## src/rtl/instr_fetcher.sv

```systemverilog
// Fetch stage: direct-mapped instruction cache with a byte-serial refill from the memory controller.
// Build option FETCH_ICACHE_EN enables the cache; without it every fetch refills and nothing is stored.
module instr_fetcher #(
  parameter int IndexWidth = 6,
  parameter int PcWidth    = 32
) (
  input  logic               clk,
  input  logic               rst,
  input  logic [PcWidth-1:0] pc_from_iq,
  input  logic               is_empty_from_iq,
  input  logic               is_exception_from_rob,
  input  logic               is_grant_from_mc,
  input  logic               is_byte_from_mc,
  input  logic [7:0]         byte_from_mc,
  output logic               is_request_to_mc,
  output logic [PcWidth-1:0] addr_to_mc,
  output logic               is_stall_to_iq,
  output logic               is_finish_to_iq,
  output logic               is_instr_to_iq,
  output logic [31:0]        instr_to_iq
);
  // state | meaning
  // IDLE  | sample pc from the queue; a hit is delivered on the next cycle
  // MISS  | issue four byte reads, assemble the word little-endian
  // FLUSH | one-cycle abort after a ROB exception; late bytes dropped
  typedef enum logic [1:0] {IDLE, MISS, FLUSH} state_t;

  localparam int TagWidth = PcWidth - IndexWidth - 2;
  localparam int Lines    = 1 << IndexWidth;

  state_t             state;
  logic [PcWidth-1:0] miss_pc;
  logic [1:0]         issue_cnt;
  logic [1:0]         recv_cnt;
  logic [23:0]        asm_word;
  logic               hit;
  logic [31:0]        hit_word;

`ifdef FETCH_ICACHE_EN
  logic [IndexWidth-1:0] req_index;
  logic [TagWidth-1:0]   req_tag;
  logic [IndexWidth-1:0] fill_index;
  logic                  fill_en;
  logic [Lines-1:0]      valid;
  logic [TagWidth-1:0]   tag_arr  [Lines];
  logic [31:0]           data_arr [Lines];

  assign req_index  = pc_from_iq[IndexWidth+1:2];
  assign req_tag    = pc_from_iq[PcWidth-1:IndexWidth+2];
  assign fill_index = miss_pc[IndexWidth+1:2];
  assign hit        = valid[req_index] && (tag_arr[req_index] == req_tag);
  assign hit_word   = data_arr[req_index];

  // The line is written on the same edge that captures the last byte, unless that edge flushes.
  assign fill_en = (state == MISS) && !is_exception_from_rob && is_byte_from_mc && (recv_cnt == 2'd3);

  always_ff @(posedge clk or posedge rst) begin
    if (rst) begin
      valid <= '0;
    end else if (fill_en) begin
      valid[fill_index] <= 1'b1;
    end
  end

  always_ff @(posedge clk) begin
    if (fill_en) begin
      tag_arr[fill_index]  <= miss_pc[PcWidth-1:IndexWidth+2];
      data_arr[fill_index] <= {byte_from_mc, asm_word};
    end
  end
`else
  assign hit      = 1'b0;
  assign hit_word = '0;
`endif

  always_ff @(posedge clk or posedge rst) begin
    if (rst) begin
      state            <= IDLE;
      miss_pc          <= '0;
      issue_cnt        <= '0;
      recv_cnt         <= '0;
      asm_word         <= '0;
      is_request_to_mc <= 1'b0;
      addr_to_mc       <= '0;
      is_stall_to_iq   <= 1'b0;
      is_finish_to_iq  <= 1'b0;
      is_instr_to_iq   <= 1'b0;
      instr_to_iq      <= '0;
    end else begin
      is_finish_to_iq <= 1'b0;
      is_instr_to_iq  <= 1'b0;
      if (is_exception_from_rob) begin
        state            <= FLUSH;
        issue_cnt        <= '0;
        recv_cnt         <= '0;
        is_request_to_mc <= 1'b0;
        is_stall_to_iq   <= 1'b1;
      end else begin
        case (state)
          IDLE: begin
            if (!is_empty_from_iq) begin
              miss_pc <= pc_from_iq;
              if (hit) begin
                is_finish_to_iq <= 1'b1;
                is_instr_to_iq  <= 1'b1;
                instr_to_iq     <= hit_word;
              end else begin
                state            <= MISS;
                is_stall_to_iq   <= 1'b1;
                is_request_to_mc <= 1'b1;
                addr_to_mc       <= pc_from_iq;
                issue_cnt        <= '0;
                recv_cnt         <= '0;
              end
            end
          end
          MISS: begin
            if (is_request_to_mc && is_grant_from_mc) begin
              issue_cnt  <= issue_cnt + 2'd1;
              addr_to_mc <= miss_pc + {{(PcWidth-2){1'b0}}, issue_cnt + 2'd1};
              if (issue_cnt == 2'd3) is_request_to_mc <= 1'b0;
            end
            if (is_byte_from_mc) begin
              recv_cnt <= recv_cnt + 2'd1;
              case (recv_cnt)
                2'd0: asm_word[7:0]   <= byte_from_mc;
                2'd1: asm_word[15:8]  <= byte_from_mc;
                2'd2: asm_word[23:16] <= byte_from_mc;
                default: begin
                  is_finish_to_iq <= 1'b1;
                  is_instr_to_iq  <= 1'b1;
                  instr_to_iq     <= {byte_from_mc, asm_word};
                  is_stall_to_iq  <= 1'b0;
                  state           <= IDLE;
                end
              endcase
            end
          end
          FLUSH: begin
            state          <= IDLE;
            is_stall_to_iq <= 1'b0;
          end
          default: begin
            state          <= IDLE;
            is_stall_to_iq <= 1'b0;
          end
        endcase
      end
    end
  end

endmodule
```

## config.mk

```make
export PLATFORM = sky130hd
export DESIGN_NAME = instr_fetcher
export DESIGN_NICKNAME = d
export VERILOG_FILES = /design/src/rtl/instr_fetcher.sv
export SDC_FILE = /design/constraint.sdc
export NUM_CORES = 1
export LEC_CHECK = 0
export CORE_MARGIN = 2
export CORE_UTILIZATION = 30
export DETAILED_ROUTE_END_ITERATION = 10
export PLACE_DENSITY = 0.53
export SYNTH_ARGS = -nofsm -noshare
export SYNTH_HDL_FRONTEND = slang
export SYNTH_SLANG_ARGS = --single-unit
```

## constraint.sdc

```tcl
create_clock -name clk -period 5 [get_ports clk]
set_input_delay 1 -clock clk [delete_from_list [all_inputs] [get_ports clk]]
set_output_delay 1 -clock clk [all_outputs]
set_load 0.005 [all_outputs]
```

# Word level (Yosys, flattened, before mapping)
# Index checks and enable logic that the tools add are counted.
[op_classes]
n_addsub = 3
n_eq_ne = 11
mux = 28
n_bitwise = 3
n_reduce_logical = 16
[op_table]
columns = ["op", "n"]
rows = [
  ["2-to-1 mux 32 bit", 2],
  ["case mux 32 bit (2 select lines)", 1],
  ["adder 32 x 2 -> 32 bit", 1],
  ["AND reduction 4 bit", 6],
  ["2-to-1 mux 2 bit", 9],
  ["!= test 3 bit, second input constant", 5],
  ["case mux 2 bit (2 select lines)", 3],
  ["AND reduction 3 bit", 4],
  ["2-to-1 mux 1 bit", 11],
  ["adder 2 x 1 -> 2 bit, second input constant", 2],
  ["equality test 2 x 1 -> 1 bit, second input constant", 2],
  ["equality test 2 bit, second input constant", 2],
  ["zero test 2 bit", 2],
  ["!= test 2 bit, second input constant", 2],
  ["case mux 1 bit (2 select lines)", 2],
  ["inverter 1 bit", 3],
  ["nonzero test 3 bit", 1],
  ["OR reduction 3 bit", 1],
  ["nonzero test 2 bit", 1],
  ["logical AND 1 bit", 1],
]
[totals]
regBits = 129
input_bits = 46
out_inout_bits = 68

# Depth between registers and ports, before layout
[logic_depth]
depth_word = 6
depth_mapped = 8
depth_no_buf = 8

# Least setup slack after synthesis
# Ideal clock, no wire load.
[synth_timing]
kind = "input -> register"
start = "in is_exception_from_rob"
end = "reg asm_word[0]"
setup_time_ns = 0.128
arrival_time_ns = 2.095
t_required_ns = 4.872
slack_ns = 2.777
stages = 6
n_path_buf = 2
cell_sequence = "clkbuf_1 -> inv_1 -> and3_1 -> buf_4 -> nand2_4 -> mux2_1"
[synth_between]
elab_chain_cells = 2
[synth_rtl]
columns = ["element", "line_no", "source"]
rows = [
  ["from (decl)", "11", "input logic is_exception_from_rob,"],
  ["inverter 1 bit (no source line)", "n/a", ""],
  ["AND reduction 4 bit (no source line)", "n/a", ""],
  ["to (signal assigned)", "126", "2'd0: asm_word[7:0] <= byte_from_mc;"],
  ["to (decl)", "35", "logic [23:0] asm_word;"],
]
# Every way passes these cells.
# A chain may end at the register's enable or synchronous reset.

# Final worst setup path
[layout_timing]
start = "in is_exception_from_rob"
end = "reg addr_to_mc[26]"
[layout_between]
elab_chain_cells = 2
[layout_rtl]
columns = ["element", "line_no", "source"]
rows = [
  ["inverter 1 bit (no source line)", "n/a", ""],
  ["AND reduction 4 bit (no source line)", "n/a", ""],
  ["to (signal assigned)", "111", "addr_to_mc <= pc_from_iq;"],
  ["to (signal assigned)", "120", "addr_to_mc <= miss_pc + {{(PcWidth-2){1'b0}}, issue_cnt + 2'd1};"],
  ["to (decl)", "16", "output logic [PcWidth-1:0] addr_to_mc,"],
]
# Every way passes these cells.

==> results.toml <==
[run_status]
status = "finished, final reports clean"

[synth]
synth_edf_count = 0
yosysSeqAreaShare = 0.554
yosys_register_bits = 129
synth_adder_area_share = 0.0185
yosys_most_used_dff = "dfrtp_1"
yosys_warnings = 0
synth.area.mux_share = 0.119
mappedNetlistArea_um2 = 5830
avg_inst_size_synth_um2 = 11.0
synthesis.nets = 585
combinational_family_with_the_most_area_after_synthesis = "simple AND/OR/NAND/NOR gates"
post_synth_num_cell_types = 48
async_set_or_reset_register_ratio_after_synthesis = 1.00
fraction_of_the_mapped_netlist_area_in_compound_gates = 0.0739
post_synth_inst_count = 531
yosys.area_share.simple = 0.167
synthXorXnorAreaFrac = 0.0391

[floorplan]
placeableCoreArea_um2 = 18900
initial_utilization = 0.308
die-area_um2 = 20600
ioPinCount = 114
die_w_um = 143
floorplan.die.height_um = 143
fp-row-count = 50

[critical_path]
worst_setup_path_end_kind = "register"
worst_r2r_dst = "addr_to_mc[26]"
timing.critical_path.arrival_ns = 3.57
crit_type = "in2reg"
worst_ep_required_time_ns = 5.32
reg2reg_slack_ns = 2.29
worstSetupStartpoint = "is_exception_from_rob"
worst-r2r-cell-count = 7
critical_path_start_type = "input port"
worst-path-max-fanout = 38
critical_path.reg2reg.startpoint = "state[1]"

[final_layout]
multi_input_comb_area_um2 = 2440
area_growth_syn_to_layout_pct = 35.1
layout.cells.most_common = "nand2_1"
n_fill_cell = 1843
postLayoutCoreUtil = 0.417
total_non_filler_cell_area_in_the_finished_layout_um2 = 7880
commonest_cells_after_routing_fill_and_taps_aside = "138 x nand2_1, 129 x dfrtp_1, 113 x clkdlybuf4s50_1"
post_route_cells_drive_above_1_share = 0.0884
final_net_count = 697
finalNonFillerCells = 916
seq_area_um2 = 3230
num_antenna_cells = 0

[placed_design]
total_half_perimeter_wirelength_after_legalization_and_detailed_placement_mm = 9.88
gp_routability_congestion = 0.818
placedInstanceArea_um2 = 7210
dp.cells = 884
io_buffers = 113

[drt]
drt_wl_total_mm = 14.3
first_pass_iters = 5
detail_route.drc_violations = 0
via_per_inst = 4.77
routedWlPerCell_um = 15.6
route.vias.total = 4370
postRouteAntennaNets = 0
dr.first_iter.drc_count = 316

[min_path]
min_path_type = "reg2reg"
min_delay_worst_endpoint = "instr_to_iq[13]"
worst_hold_startpoint = "instr_to_iq[13]"
min_delay_path_depth = 1

[power_and_ir_drop]
peakVddDrop_mv = 0.239
power_leakage_nw = 3.69
power.density_nw_per_um2 = 389

[timing]
final.period_utilization = 0.651
setup_viol = 0
worst_clock_skew_ns = 0.0104
final.min_clock_period_ns = 3.25
rsz_0062_raised_after_global_routing = "false"
totalNegativeSetupSlack_ns = 0
holdWs_ns = 0.482
timing.final.max_slew_violations = 0
timing_hold_violations_final = 0
max_clock_freq_mhz = 307
relSlewSlack = 0.242
worst_slew_pin_slew_ns = 1.13

[clock_network]
number_of_gates_given_a_new_drive_strength_after_cts = 0
tritoncts = "done"
cts-root-to-sink-buffers = 2
clk_pin_slew_worst_paths_ns = 0.06
post_cts_buffers = 0
cts.hold.buffers_added = 0
cts_num_sinks = 129
cts.htree.levels = 4
cts_made_buffers = 17
clock_insertion_delay_worst_skew_ns = 0.41
root_buffer = "clkbuf_16"

[grt]
overflow = 0
antenna_found_initial = 0
grt_first_pass_wirelength_mm = 23.2
met1_usage = 0.200
met2_track_usage_gr = 0.232
first_global_vias = 4400
grt_busiest_layer = "met2"
gr-usage-all-layers = 0.147
globalRouteMet3Util = 0.0377
grt_start_max_net_pins = 56

[job]
maxCapViolations = 0
-- worst max-delay path by stage --
stage          cells after the start  slack (ns)             end
5_1_grt                            8        1.57  addr_to_mc[26]
3_3_place_gp                       8        1.35  addr_to_mc[25]
6_report                           8        1.75  addr_to_mc[26]
2_1_floorplan                      1        0.56   addr_to_mc[0]
4_1_cts                            8        1.75  addr_to_mc[26]
3_5_place_dp                       8        1.34  addr_to_mc[26]
-- cell type report --
cell class                 instances  area share
sequential                       129       0.410
multi-input combinational        369       0.310
timing repair buffer             118       0.150
clock buffer                      23      0.0620
tap                              260      0.0413
clock inverter                     9      0.0224
inverter                           8     0.00413
-- cell usage after synthesis, types with 2 or more instances --
cell type,instances,area share
nand2_1,138,0.089
dfrtp_1,129,0.55
mux2_1,53,0.10
xor2_1,20,0.030
o21ai_1,18,0.015
nand3_1,16,0.014
nor2_1,16,0.010
buf_2,12,0.010
a21oi_1,11,0.0094
a22oi_1,9,0.012
ha_1,7,0.015
inv_1,7,0.0045
and3_1,6,0.0064
buf_4,6,0.0077
clkbuf_1,6,0.0039
mux2i_1,6,0.010
nand4_1,6,0.0064
o211ai_1,6,0.0077
o21ai_0,6,0.0052
xnor2_1,6,0.0090
and4_1,4,0.0060
o211ai_2,4,0.0086
a31oi_1,3,0.0032
mux2_2,3,0.0058
nand2_4,3,0.0058
nor3_1,3,0.0026
nor3_2,3,0.0052
a21o_1,2,0.0026
nand2b_1,2,0.0021
nand4_2,2,0.0043
-- where the power goes --
part | internal (mW) | switching (mW)
Combinational | 0.220 | 0.175
Sequential | 1.17 | 0.114
Clock | 0.938 | 0.449
Total | 2.33 | 0.738
-- through the flow --
step / power [mW] / setup WS [ns]
floorplan: 1.47 / 0.559
global placement: 1.69 / 1.35
detailed placement: 1.70 / 1.34
CTS: 3.10 / 1.75
global route: 3.21 / 1.57
finish: 3.06 / 1.75
-- cells by family (layout without fill, tap and decap cells) --
kind of cell               Yosys count  after routing
AOI/OAI and AO/OA                   66             66
xor gates and xnor gates            26             26
adders and majority gates            8              8
buffers and inverters               33            158
DFF                                129            129
muxes                               62             62
and+or+nand+nor                    207            207
-- critical path, cell delays in order --
cell             delay, ns
clkdlybuf4s50_1       0.61
inv_1                 0.24
o21ai_2               0.07
buf_4                 0.26
nor2_2                0.71
buf_4                 0.39
nand2_1               0.14
o211ai_1              0.10
-- state kept, by name, summed over array words and instances (netlist names), 2 cells and up --
register and flops:
issue_cnt 2, miss_pc 32, addr_to_mc 32, recv_cnt 2, instr_to_iq 32, asm_word 24, state 2
-- metal layers --
metal  vias to the layer above  part of all wire  wire length [um]
met5                         -                 0                 0
met4                         0             0.010               150
met3                        13             0.060               852
met2                       159              0.46              6590
met1                      2151              0.47              6700
li1                       2047                 -                 -
Note: power is estimated with default switching activity, not from simulation.
